==> src/rtl/systolic_feed_ctrl.sv <==
// Feed controller for a DEPTH x DEPTH systolic array: parallel-loads DEPTH row FIFOs,
// then shifts them out with a one-cycle skew per row, waits for the array to drain, and pulses done.
module systolic_feed_ctrl #(
  parameter int unsigned DEPTH     = 8,
  parameter int unsigned DRAIN_CYC = 8
) (
  input  logic                     clk,
  input  logic                     rst,
  input  logic                     start,
  input  logic                     ld_valid,
  output logic                     ld_ready,
  output logic [$clog2(DEPTH)-1:0] wr_row,
  output logic [DEPTH-1:0]         wr_en,
  output logic [DEPTH-1:0]         shift_en,
  output logic                     busy,
  output logic                     done
);

  localparam int unsigned RW = $clog2(DEPTH);
  localparam int unsigned CW = $clog2(2 * DEPTH - 1 + DRAIN_CYC);

  localparam logic [RW-1:0] ROW_LAST   = RW'(DEPTH - 1);
  localparam logic [CW-1:0] FEED_LAST  = CW'(2 * DEPTH - 2);
  localparam logic [CW-1:0] DRAIN_LAST = CW'(2 * DEPTH - 2 + DRAIN_CYC);

  typedef enum logic [2:0] {
    IDLE  = 3'd0,
    LOAD  = 3'd1,
    FEED  = 3'd2,
    DRAIN = 3'd3,
    DONE  = 3'd4
  } state_t;

  state_t        state, state_next;
  logic [RW-1:0] row_cnt, row_next;
  logic [CW-1:0] cyc_cnt, cyc_next;

  // State and counter registers
  always_ff @(posedge clk) begin
    if (rst) begin
      state   <= IDLE;
      row_cnt <= '0;
      cyc_cnt <= '0;
    end else begin
      state   <= state_next;
      row_cnt <= row_next;
      cyc_cnt <= cyc_next;
    end
  end

  // Next-state, counter update and output decode
  always_comb begin
    state_next = state;
    row_next   = row_cnt;
    cyc_next   = cyc_cnt;
    ld_ready   = 1'b0;
    wr_row     = '0;
    wr_en      = '0;
    shift_en   = '0;
    busy       = 1'b0;
    done       = 1'b0;

    case (state)
      IDLE: begin
        if (start) begin
          state_next = LOAD;
          row_next   = '0;
        end
      end
      LOAD: begin
        ld_ready = 1'b1;
        wr_row   = row_cnt;
        if (ld_valid) begin
          wr_en = DEPTH'(1) << row_cnt;
          if (row_cnt == ROW_LAST) begin
            state_next = FEED;
            row_next   = '0;
            cyc_next   = '0;
          end else begin
            row_next = row_cnt + RW'(1);
          end
        end
      end
      FEED: begin
        // Row i is live for DEPTH cycles starting at cyc_cnt == i
        for (int unsigned i = 0; i < DEPTH; i++) begin
          shift_en[i] = (cyc_cnt >= CW'(i)) && (cyc_cnt <= CW'(i + DEPTH - 1));
        end
        cyc_next = cyc_cnt + CW'(1);
        if (cyc_cnt == FEED_LAST) state_next = DRAIN;
      end
      DRAIN: begin
        if (cyc_cnt == DRAIN_LAST) state_next = DONE;
        else                       cyc_next   = cyc_cnt + CW'(1);
      end
      DONE: begin
        done       = 1'b1;
        state_next = IDLE;
      end
      default: state_next = IDLE;
    endcase

    busy = (state != IDLE);

    // Outputs are quiet for the whole reset cycle, even if the state was mid-pass
    if (rst) begin
      ld_ready = 1'b0;
      wr_row   = '0;
      wr_en    = '0;
      shift_en = '0;
      busy     = 1'b0;
      done     = 1'b0;
    end
  end

endmodule

==> config.mk <==
export PLATFORM = sky130hd
export DESIGN_NAME = systolic_feed_ctrl
export DESIGN_NICKNAME = d
export VERILOG_FILES = /design/src/rtl/systolic_feed_ctrl.sv
export SDC_FILE = /design/constraint.sdc
export NUM_CORES = 1
export LEC_CHECK = 0
export ABC_AREA = 1
export BUFFER_PORTS_ARGS = -buffer_cell sky130_fd_sc_hd__buf_2
export CAP_MARGIN = 15
export CORE_MARGIN = 2
export CORE_UTILIZATION = 30
export CTS_BUF_LIST = sky130_fd_sc_hd__clkbuf_4
export DETAILED_ROUTE_END_ITERATION = 12
export GPL_ROUTABILITY_DRIVEN = 1
export HOLD_SLACK_MARGIN = 0.15
export PLACE_DENSITY = 0.53
export RECOVER_POWER = 50
export SLEW_MARGIN = 20
export SYNTH_ARGS = -nofsm -noshare
export SYNTH_HDL_FRONTEND = slang
export SYNTH_SLANG_ARGS = --single-unit
==> constraint.sdc <==
create_clock -name clk -period 1.7 [get_ports clk]
set_clock_uncertainty 0.1 [all_clocks]
set_input_delay 0.34 -clock clk [delete_from_list [all_inputs] [get_ports clk]]
set_output_delay 0.34 -clock clk [all_outputs]
set_load 0.01 [all_outputs]
### Word-level counts from Yosys, hierarchy flattened

Cells that the tools add are included.

| operators by class | value |
|---|---|
| shifts and indexed selects | 1 |
| eq/ne operators | 13 |
| bitwise operators | 0 |
| mux-type cells | 26 |
| $mul | 0 |
| add/sub/neg operators | 2 |
| divide/modulo/power cells | 0 |
| reduce and logical (&&, ||, !) cells | 15 |
| $lt $le $gt $ge | 16 |

Operator list:

| cell | number |
|---|---|
| $mux 8 | 5 |
| $le 5x4->1 const B | 7 |
| $mux 3 | 10 |
| $ge 5x3->1 const B | 4 |
| $mux 5 | 3 |
| $pmux 5 s3 | 1 |
| $ne 2x2->1 const B | 6 |
| $pmux 3 s4 | 1 |
| $ge 5x1->1 const B | 2 |
| $ge 5x2->1 const B | 2 |
| $logic_and 1x1->1 | 8 |
| $shl 1x3->8 const A | 1 |
| $eq 3x2->1 const B | 2 |
| $eq 3x3->1 const B | 2 |
| $pmux 3 s2 | 1 |
| $reduce_bool 3->1 | 2 |
| $add 5x1->5 const B | 1 |
| $eq 5x4->1 const B | 1 |
| $eq 5x5->1 const B | 1 |
| $le 5x3->1 const B | 1 |
| $mux 1 | 5 |
| $reduce_and 5->1 | 1 |
| $reduce_and 4->1 | 1 |
| $add 3x1->3 const B | 1 |
| 4 further kinds | 4 |

| word-level totals | value |
|---|---|
| register bits after elaboration | 11 |
| memories kept | 0 |
| logic and storage cells | 76 |
| memory bits (writable) | 0 |
| latch bits | 0 |
| memory bits (read-only) | 0 |
| bits of input ports | 4 |
| output and inout bits | 22 |

### Longest topological paths before layout

Gate-level depths: netlist (run 1).

| depth | value |
|---|---|
| depth in word-level cells | 4 |
| depth in mapped cells | 12 |
| depth with buffers taken out | 11 |

### Worst setup path before layout (run 1)

No wires, ideal clock.

| timing path | value |
|---|---|
| path kind | register to output |
| from | reg state[0] |
| to | out shift_en[7] |
| path slack | 76 ps |
| cell stages (with the launch flop) | 7 |
| path buffers | 1 |
| data arrival time | 1,184 ps |
| required time | 1,260 ps |
| path through | dfxtp_1 buf_6 nor2_4 nand2_2 nor2_2 nand2_1 a311oi_1 |

| on the way | value |
|---|---|
| longest elaborated chain between the ends | 3 |

Ends and longest elaborated chain:

| item | line | RTL |
|---|---|---|
| from (decl) | 34 | `state_t state, state_next;` |
| from (signal assigned) | 45 | `state <= state_next;` |
| $eq 3x2->1 | 63 | `case (state)` |
| $mux 8 | 63 |  |
| $mux 8 | 106 | `if (rst) begin` |
| to (decl) | 14 | `output logic [DEPTH-1:0] shift_en,` |

No other way between the ends.

### Final worst setup path (run 1)

| timing path | value |
|---|---|
| from | reg cyc_cnt[0] |
| to | out shift_en[7] |

| on the way | value |
|---|---|
| longest elaborated chain between the ends | 4 |
| elaborated cells on any way between the ends | 5 |
| those cells by class | order compare: 2; mux: 2; reduce/logical: 1 |

Ends and longest elaborated chain:

| item | line | RTL |
|---|---|---|
| from (decl) | 36 | `logic [CW-1:0] cyc_cnt, cyc_next;` |
| from (signal assigned) | 47 | `cyc_cnt <= cyc_next;` |
| $ge 5x3->1 / $le 5x4->1 (equally long branches) | 87 | `shift_en[i] = (cyc_cnt >= CW'(i)) && (cyc_cnt <= CW'(i + DEPTH - 1));` |
| $logic_and 1x1->1 (*) | 87 |  |
| $mux 8 (*) | 63 |  |
| $mux 8 (*) | 106 |  |

Mark *: on every way between the ends. The rest lies on a longest branch, timed or not.

==> results.toml, run 1 <==
[timing]
holdWs_ps = 348
fin_crit_ps = 1950
rsz0062_at_grt = "true"
fin_crit_sh = 1.15
slew_viol_final = 0
final.setup.worst_slack_ps = -248
slew_headroom = 0.814
hold_viol = 0
max_freq_ghz = 0.513
tightest_slew_ps = 279
setup_viol_count_final = 14

[routing]
antenna_left = 0
route.vias.total = 1317
via_per_inst = 4.84
dr.pass1.iters = 4
wl_um = 3320
drt-wirelength-per-cell_um = 12.2
drt_iter0_drc = 27
drc = 0

[synth]
synth.avg_cell_area_um2 = 6.34
synth-edff-count = 0
yosys_warnings = 0
async_flop_share = 0
synth.net_count = 184
synth_area_mm2 = 0.00108
syn_inst = 170
synth_top_area_frac = 0.204
synth_cell_type_count = 30
ys_ff_latch = 11
synth_area_leaders = "dfxtp_1 (20%), ha_1 (12%), nand2_1 (11%)"
ys_seq_area_frac = 0.204
ys.flop_type = "dfxtp_1"
yosys.area.top_type = "dfxtp_1"

[setup_path]
worstSetupPathType = "flop to primary output"
cp-end-kind = "primary output"
path_max_fanout = 7
required_ps = 1260
rrSetupSlack_ps = 60
crit_arrival_ps = 1510
worstSetupStartpointType = "flop"

[placed_design]
place_ws_ps = -17.2
dp_hpwl_um = 2220
dpl-instance-area_mm2 = 0.00137
gp_congestion = 0.856
placement.io_buffers = 25
dpl.cell_count = 255

[global_route]
antenna_found_initial = 0
overflow = 0
grt_pass1_vias = 1175
grt_start_max_net_pins = 9
grt.total_usage = 0.158
grt_pass1_wl_um = 5150

[floorplan]
die_w_um = 63.9
core_area_mm2 = 0.00339
die_h_um = 63.9
rows = 21
start_util = 0.318
ios = 26
die-area_mm2 = 0.00409

[clocking]
cts_buffer_depth = 2
cts_tree = "done"
clkSinkCount = 11
clk_latency_ps = 270
hold_buffers = 0
cts_made_buffers = 3
ctsRootBufferMaster = "clkbuf_4"
path_clk_slew_ps = 70
htreeDepth = 1

[job]
drv_cap = 0

[layout]
area_delta_synth_final_pct = 68.5
seq_area_um2 = 253
multi_input_area_um2 = 965
stdcell_area_mm2 = 0.00182
drive_gt1_frac = 0.588
mostFrequentLayoutCells = "buf_4 (27), buf_2 (25), nand2_1 (24)"
final_nets = 241
fillCellCount = 306
num_antenna_cells = 0
layout_commonest_cell = "buf_4"
fin_cells = 272

[power]
pwr-share-seq = 0.219
p_leak_nw = 0.820
clkPwrFrac = 0.095
swShare = 0.487
report.power.total_w = 0.00212
cellPowerDensity_mw_per_mm2 = 1170
p_comb_frac = 0.686
p_switching_w = 0.00103
p_int_w = 0.00109
ir_drop_mv = 0.792

[outcome]
status = "finished with violations"
failed_checks = "negative setup slack"

[hold_path]
hold_class = "input pin to flop"
final timing paths:
check,startpoint,endpoint,cells after the start
min,rst,cyc_cnt[2],3
min reg2reg,cyc_cnt[2],cyc_cnt[2],2
max,cyc_cnt[0],shift_en[7],5
max reg2reg,cyc_cnt[1],cyc_cnt[3],11
Yosys cell counts, types with 2 or more instances:
| cell | instances |
|---|---|
| nand2_4 | 2 |
| buf_2 | 3 |
| nor4_1 | 6 |
| ha_1 | 10 |
| nand4_1 | 4 |
| a211oi_1 | 2 |
| nor2_1 | 27 |
| nor3_1 | 10 |
| inv_1 | 23 |
| nand3b_1 | 2 |
| o21ai_0 | 2 |
| dfxtp_1 | 11 |
| a21oi_1 | 11 |
| nand2_1 | 32 |
| nand3_1 | 4 |
| o21ai_1 | 4 |
| inv_2 | 3 |
| nand4_2 | 2 |
through the flow:
stage	setup TNS (ps)	util
after floorplan	0	-
after global placement	-5.14	0.405
after detailed placement	-17.2	0.405
after CTS	-1260	0.474
after global routing	-2540	0.536
final	-1360	0.536
metal layers:
metal  part of all wire  vias up  global-route usage
met5                  0        -                   0
met4             0.0048        0              0.0245
met3              0.032        2              0.0387
met2               0.51       27               0.279
met1               0.45      609               0.197
li1                   -      679                   -
critical path, stage by stage, from the launching register on:
cell and delay [ps]:
dfxtp_4 380, buf_4 150, nand3_2 110, nor2_1 90, a311oi_2 310, buf_2 190
timing repair:
item / 4_1_cts / 5_1_grt
setup endpoints to repair: 19 / 26
pin swaps: 5 / 13
resized for setup: 47 / 48
setup buffers: 7 / 6
endpoints found under the hold margin: 0 / 0
gates cloned: 0 / 0
cells by family (layout without fill, tap and decap cells):
kind of cell    count (synthesis)  in the layout  share of synthesized area
compound gates                 21             21                      0.115
xor+xnor                        1              1                    0.00813
fa+ha+maj                      10             10                      0.116
buf+inv                        32             88                      0.125
flops                          11             11                      0.204
simple gates                   95             95                      0.431
layout make-up:
cell class	instances	share of cell area
Multi-Input combinational cell	127	0.531
Inverter	26	0.0634
Timing Repair Buffer	58	0.218
Clock buffer	4	0.0165
Tap cell	46	0.0317
Sequential cell	11	0.139
state kept, by name (all words and copies together), names as in the netlist:
signal   count
cyc_cnt      5
row_cnt      3
state        3
power by group through the flow:
stage	registers, W	clock network, W	logic, W
floorplan	0.000368	0	0.000770
global placement	0.000414	0	0.00105
detailed placement	0.000409	0	0.00103
CTS	0.000446	0.000210	0.00118
global route	0.000470	0.000224	0.00161
finish	0.000465	0.000201	0.00146
No activity file was read; power rests on OpenSTA's default activity.
==> run 2: changes to the inputs <==
--- a/config.mk
+++ b/config.mk
@@ -5,7 +5,6 @@
 export SDC_FILE = /design/constraint.sdc
 export NUM_CORES = 1
 export LEC_CHECK = 0
-export ABC_AREA = 1
 export BUFFER_PORTS_ARGS = -buffer_cell sky130_fd_sc_hd__buf_2
 export CAP_MARGIN = 15
 export CORE_MARGIN = 2
==> run 2 against run 1 <==
Against the previous run: the run still ends with negative setup slack left; non-clock buffer count increased by 3; first-iteration DRC count increased to 2.8 times the previous value; die area decreased by 0.44%; hold slack got worse by 34 ps; flip-flop and latch count unchanged; count of clock-buffer cells in the layout unchanged; design area decreased by 7.0%; area after synthesis decreased by 0.46%; sequential power decreased by 44%; via count decreased by 7.5%; critical path type unchanged; critical endpoint is now shift_en[2]; largest power group is now sequential cells; highest routed layer unchanged.
==> results.toml, run 2 <==
[routing]
drc = 0
dr.pass1.iters = 4
wl_um = 3260
drt_iter0_drc = 75
antenna_left = 0
route.vias.total = 1218
via_per_inst = 5.25
drt-wirelength-per-cell_um = 14.0

[synth]
synth_area_mm2 = 0.00107
ys.flop_type = "dfxtp_1"
yosys_warnings = 0
async_flop_share = 0
synth_top_family_by_area = "simple AND/OR/NAND/NOR gates"
synth.avg_cell_area_um2 = 8.06
synth_area_leaders = "dfxtp_1 (21%), ha_1 (12%), and3_1 (4.7%)"
synthAdderAreaFrac = 0.117
synth_top_area_frac = 0.205
yosysMostFrequentCell = "dfxtp_1"
synth.area.mux_share = 0.0187
ys_seq_area_frac = 0.205
yosys.area.top_type = "dfxtp_1"
syn_inst = 133
synth-edff-count = 0
ys_ff_latch = 11
synth_cell_type_count = 47
synth.net_count = 147
synthSimpleGateAreaFrac = 0.336
synth_xor_area_frac = 0
synth_commonest_cells = "dfxtp_1 (11), ha_1 (10), inv_1 (9)"
synth_compound_area_frac = 0.235

[floorplan]
rows = 21
core_area_mm2 = 0.00339
start_util = 0.316
die-area_mm2 = 0.00407
die_h_um = 63.8
die_w_um = 63.8
ios = 26

[job]
drv_cap = 0

[placed_design]
dpl-instance-area_mm2 = 0.00147
placement.io_buffers = 25
dp_hpwl_um = 2330
gp_congestion = 0.799

[outcome]
status = "finished with violations"
failed_checks = "negative setup slack"

[layout]
final_nets = 201
drive_gt1_frac = 0.489
layout_commonest_cell = "buf_4"
top_register = "cyc_cnt"
largest_reg_flops = 5
stdcell_area_mm2 = 0.00169
fillCellCount = 329
mostFrequentLayoutCells = "buf_4 (30), buf_2 (24), ha_1 (9), dfxtp_1 (9)"
num_antenna_cells = 0
biggestRegsByFlops = "cyc_cnt x5, row_cnt x3, state x3"
area_delta_synth_final_pct = 57.4
postLayoutCoreUtil = 0.498

[setup_path]
path_max_fanout = 5
crit_buf_inv = 1
worstSetupPathType = "flop to primary output"
cpMaxStageDelayCell = "or4_4"
cp-end-kind = "primary output"
critical_path.top_delay_family = "simple AND/OR/NAND/NOR gates"
crit_arrival_ps = 1670
worstPathCellList = "nand2b_4, or4_4, a311oi_4, buf_2"
required_ps = 1260
worstSetupStartpointType = "flop"
max_stage_delay_ps = 510

[global_route]
grt_start_max_net_pins = 17
antenna_found_initial = 0
grt_pass1_wl_um = 5370
overflow = 0
grt_pass1_vias = 1167
grt.total_usage = 0.162

[timing]
hold_viol = 0
setup_viol_count_final = 21
setup_tns_ps = -5910
slew_viol_final = 0
max_freq_ghz = 0.474
rsz0062_at_grt = "true"
tightest_slew_ps = 351
fin_crit_sh = 1.24
final.setup.worst_slack_ps = -411
slew_headroom = 0.765
fin_crit_ps = 2110

[clocking]
ctsRootBufferMaster = "clkbuf_4"
cts_tree = "done"
cts_made_buffers = 3
cts_buffer_depth = 2
path_clk_slew_ps = 80
htreeDepth = 1
clk_latency_ps = 280
hold_buffers = 0
clkSinkCount = 11

[power]
p_leak_nw = 0.714
cellPowerDensity_mw_per_mm2 = 328
ir_drop_mv = 0.422
report.power.total_w = 0.000553

[hold_path]
hold_class = "input pin to flop"
[run 2: changes by cell type after synthesis, moves of 5 or more]
cell,before,now
nor2_1,27,6
and2_1,0,6
a31oi_1,0,6
nor4_1,6,1
and3_1,0,8
nand2_1,32,4
inv_1,23,9
[run 2: path summary, 6_finish.rpt]
check	from	endpoint	slack [ps]	cells past startpoint
setup / recovery	state[2]	shift_en[2]	-410	4
hold / removal	ld_valid	row_cnt[2]	310	3
setup reg to reg	state[0]	cyc_cnt[0]	40	6
hold reg to reg	row_cnt[2]	row_cnt[2]	470	2
[run 2: logic make-up after synthesis]
family,count (synthesis)
buffers and inverters,21
multiplexers,2
adder cells (fa/ha/maj),10
AND/OR/NAND/NOR,55
flip-flops,11
AO/OA/AOI/OAI,34
[run 2: worst reg2reg max path, stage by stage, from the launching register on]
cell	delay, ps
dfxtp_1	320
clkbuf_2	150
buf_12	150
buf_4	130
buf_4	150
a2111o_1	410
a31oi_1	170
[run 2: power breakdown]
group	switching (W)	internal [W]	total (W)	leakage [nW]
Sequential	0.00000179	0.000258	0.000259	0.0907
Clock	0.0000973	0.000107	0.000204	0.0184
Combinational	0.0000453	0.0000439	0.0000892	0.605
[run 2: final cells by class]
cell class / count / area (um^2) / area share
timing repair buffer: 61 / 448 / 0.265
clock buffer: 4 / 30.0 / 0.0178
inverter: 9 / 33.8 / 0.0200
sequential: 11 / 228 / 0.135
multi-input combinational: 101 / 891 / 0.528
tap: 46 / 57.6 / 0.0341
[run 2: repair_timing]
action                     CTS  global route
pin swaps                    4             7
buffers inserted             6             6
resized for setup           14            11
setup endpoints to repair   23            29
gates cloned                 0             0
[run 2: routing by layer]
metal	GRT usage	share of wire	vias up	wire length, um
li1	-	-	599	-
met1	0.205	0.43	583	1400
met2	0.283	0.52	32	1700
met3	0.0299	0.038	4	124
met4	0.0353	0.0083	0	27
met5	0	0	-	0
[run 2: metrics by stage]
step | hold slack (ps) | setup slack, ps | instances
2_1_floorplan | 394 | -72.1 | 133
3_3_place_gp | 425 | -189 | 217
3_5_place_dp | 449 | -207 | 217
4_1_cts | 309 | -433 | 227
5_1_grt | 320 | -483 | 232
6_report | 314 | -411 | 232
==> run 3: changes to the inputs <==
--- a/config.mk
+++ b/config.mk
@@ -8,12 +8,12 @@
 export BUFFER_PORTS_ARGS = -buffer_cell sky130_fd_sc_hd__buf_2
 export CAP_MARGIN = 15
 export CORE_MARGIN = 2
-export CORE_UTILIZATION = 30
+export CORE_UTILIZATION = 50
 export CTS_BUF_LIST = sky130_fd_sc_hd__clkbuf_4
 export DETAILED_ROUTE_END_ITERATION = 12
 export GPL_ROUTABILITY_DRIVEN = 1
 export HOLD_SLACK_MARGIN = 0.15
-export PLACE_DENSITY = 0.53
+export PLACE_DENSITY = 0.78
 export RECOVER_POWER = 50
 export SLEW_MARGIN = 20
 export SYNTH_ARGS = -nofsm -noshare
==> constraint.sdc (replaced) <==
create_clock -name clk -period 2.6 [get_ports clk]
set_clock_uncertainty 0.1 [all_clocks]
set_input_delay 0.52 -clock clk [delete_from_list [all_inputs] [get_ports clk]]
set_output_delay 0.52 -clock clk [all_outputs]
set_load 0.01 [all_outputs]
==> run 3 against run 2 <==
Against the previous run: die area down 38%; first-iteration DRC count down 59%; flip-flop and latch count unchanged; cell count down 22%; design area down 28%; worst setup slack better by 600 ps; register-to-register slack better by 560 ps; the run now ends clean; core utilization up 11 points; sequential share of layout area up 4.7 points.
==> results.toml, run 3 (synthesized netlist as in run 2, its figures left out) <==
[outcome]
status = "completed"

[routing]
drt_iter0_drc = 31
drc = 0
dr.pass1.iters = 4
via_per_inst = 5.94
antenna_left = 0
drt-wirelength-per-cell_um = 13.9
wl_um = 2510
route.vias.total = 1076

[layout]
postLayoutCoreUtil = 0.608
num_antenna_cells = 0
fillCellCount = 196
largest_reg_flops = 5
mostFrequentLayoutCells = "buf_2 (22), ha_1 (10), dfxtp_1 (10)"
final_nets = 169
layout_commonest_cell = "buf_2"
area_delta_synth_final_pct = 13.5
biggestRegsByFlops = "cyc_cnt x5, row_cnt x3, state x3"
drive_gt1_frac = 0.234
top_register = "cyc_cnt"

[clocking]
ctsRootBufferMaster = "clkbuf_4"
path_clk_slew_ps = 70
htreeDepth = 1
cts_tree = "done"
cts_buffer_depth = 2
post_cts_buffers = 0
hold_buffers = 0
cts_resized = 0
clkSinkCount = 11
clk_latency_ps = 270
cts_made_buffers = 3

[power]
ir_drop_mv = 0.207
p_leak_nw = 0.513
cellPowerDensity_mw_per_mm2 = 276
report.power.total_w = 0.000336

[global_route]
grt.total_usage = 0.216
antenna_found_initial = 0
overflow = 0
grt_pass1_vias = 957
grt_pass1_wl_um = 4320
grt_start_max_net_pins = 19

[setup_path]
max_stage_delay_ps = 530
cp-end-kind = "primary output"
worstReg2RegEnd = "state[1]"
worstSetupPathType = "flop to primary output"
path_max_fanout = 10
required_ps = 1980
cpMostUsedCell = "a21oi_1"
crit_arrival_ps = 1790
rrSetupSlack_ps = 600
worstSetupStartpointType = "flop"
cpMaxStageDelayCell = "dfxtp_1"
worstPathCellList = "ha_1, a21oi_1, or3_1, a21oi_1, buf_2"
r2r_cells = 4
critPathLaunch = "cyc_cnt[1]"
reg2reg_from = "state[0]"

[job]
drv_cap = 0

[floorplan]
ios = 26
die-area_mm2 = 0.00253
rows = 16
start_util = 0.536
die_w_um = 50.3
core_area_mm2 = 0.00200
die_h_um = 50.3

[timing]
hold_viol = 0
fin_crit_sh = 0.928
final.setup.worst_slack_ps = 186
rsz0062_at_grt = "false"
fin_crit_ps = 2410
max_freq_ghz = 0.414
tightest_slew_ps = 641
slew_headroom = 0.573
slew_viol_final = 0
setup_tns_ps = 0
setup_viol_count_final = 0

[hold_path]
min_path_cells = 2
worstHoldEndpoint = "state[1]"
hold_class = "input pin to flop"
hold_start = "rst"

[placed_design]
placement.io_buffers = 25
dp_hpwl_um = 1780
place_ws_ps = 342
gp_congestion = 0.775
[run 3: layer usage]
layer | global-route usage | part of all wire | vias up
met5 | 0 | 0 | -
li1 | - | - | 539
met2 | 0.344 | 0.48 | 26
met3 | 0.0536 | 0.041 | 3
met1 | 0.297 | 0.47 | 508
met4 | 0.0405 | 0.0072 | 0
[run 3: critical path, delay by kind of cell (launching register included)]
family	cells	cell delay, ps
flip-flops	1	530
adder cells (fa/ha/maj)	1	350
AND/OR/NAND/NOR	1	310
AO/OA/AOI/OAI	2	190
buffers and inverters	1	150
[run 3: worst max path at each step]
stage / endpoint / slack, ps / cells past startpoint
finish: shift_en[7] / 190 / 5
global route: shift_en[2] / 10 / 6
CTS: shift_en[7] / 90 / 5
detailed placement: shift_en[2] / 340 / 4
floorplan: shift_en[1] / 340 / 4
global placement: shift_en[2] / 360 / 4
[run 3: stage by stage]
step / instance area [um^2] / instances / hold slack [ps]
after floorplan: 1070 / 133 / 394
after global placement: 1200 / 177 / 406
after detailed placement: 1200 / 177 / 419
after CTS: 1230 / 181 / 423
after global routing: 1220 / 181 / 428
final: 1220 / 181 / 430
[run 3: report_power, final]
part	switching, W	internal, W
registers	0.00000249	0.000171
logic	0.0000204	0.0000134
clock network	0.0000594	0.0000700
total	0.0000823	0.000254
[run 3: cell type report]
| type | count | area [um^2] | area share |
|---|---|---|---|
| Clock buffer | 4 | 30.0 | 0.0247 |
| Inverter | 9 | 33.8 | 0.0277 |
| Multi-Input combinational cell | 101 | 751 | 0.617 |
| Sequential cell | 11 | 221 | 0.182 |
| Tap cell | 27 | 33.8 | 0.0277 |
| Timing Repair Buffer | 29 | 148 | 0.121 |
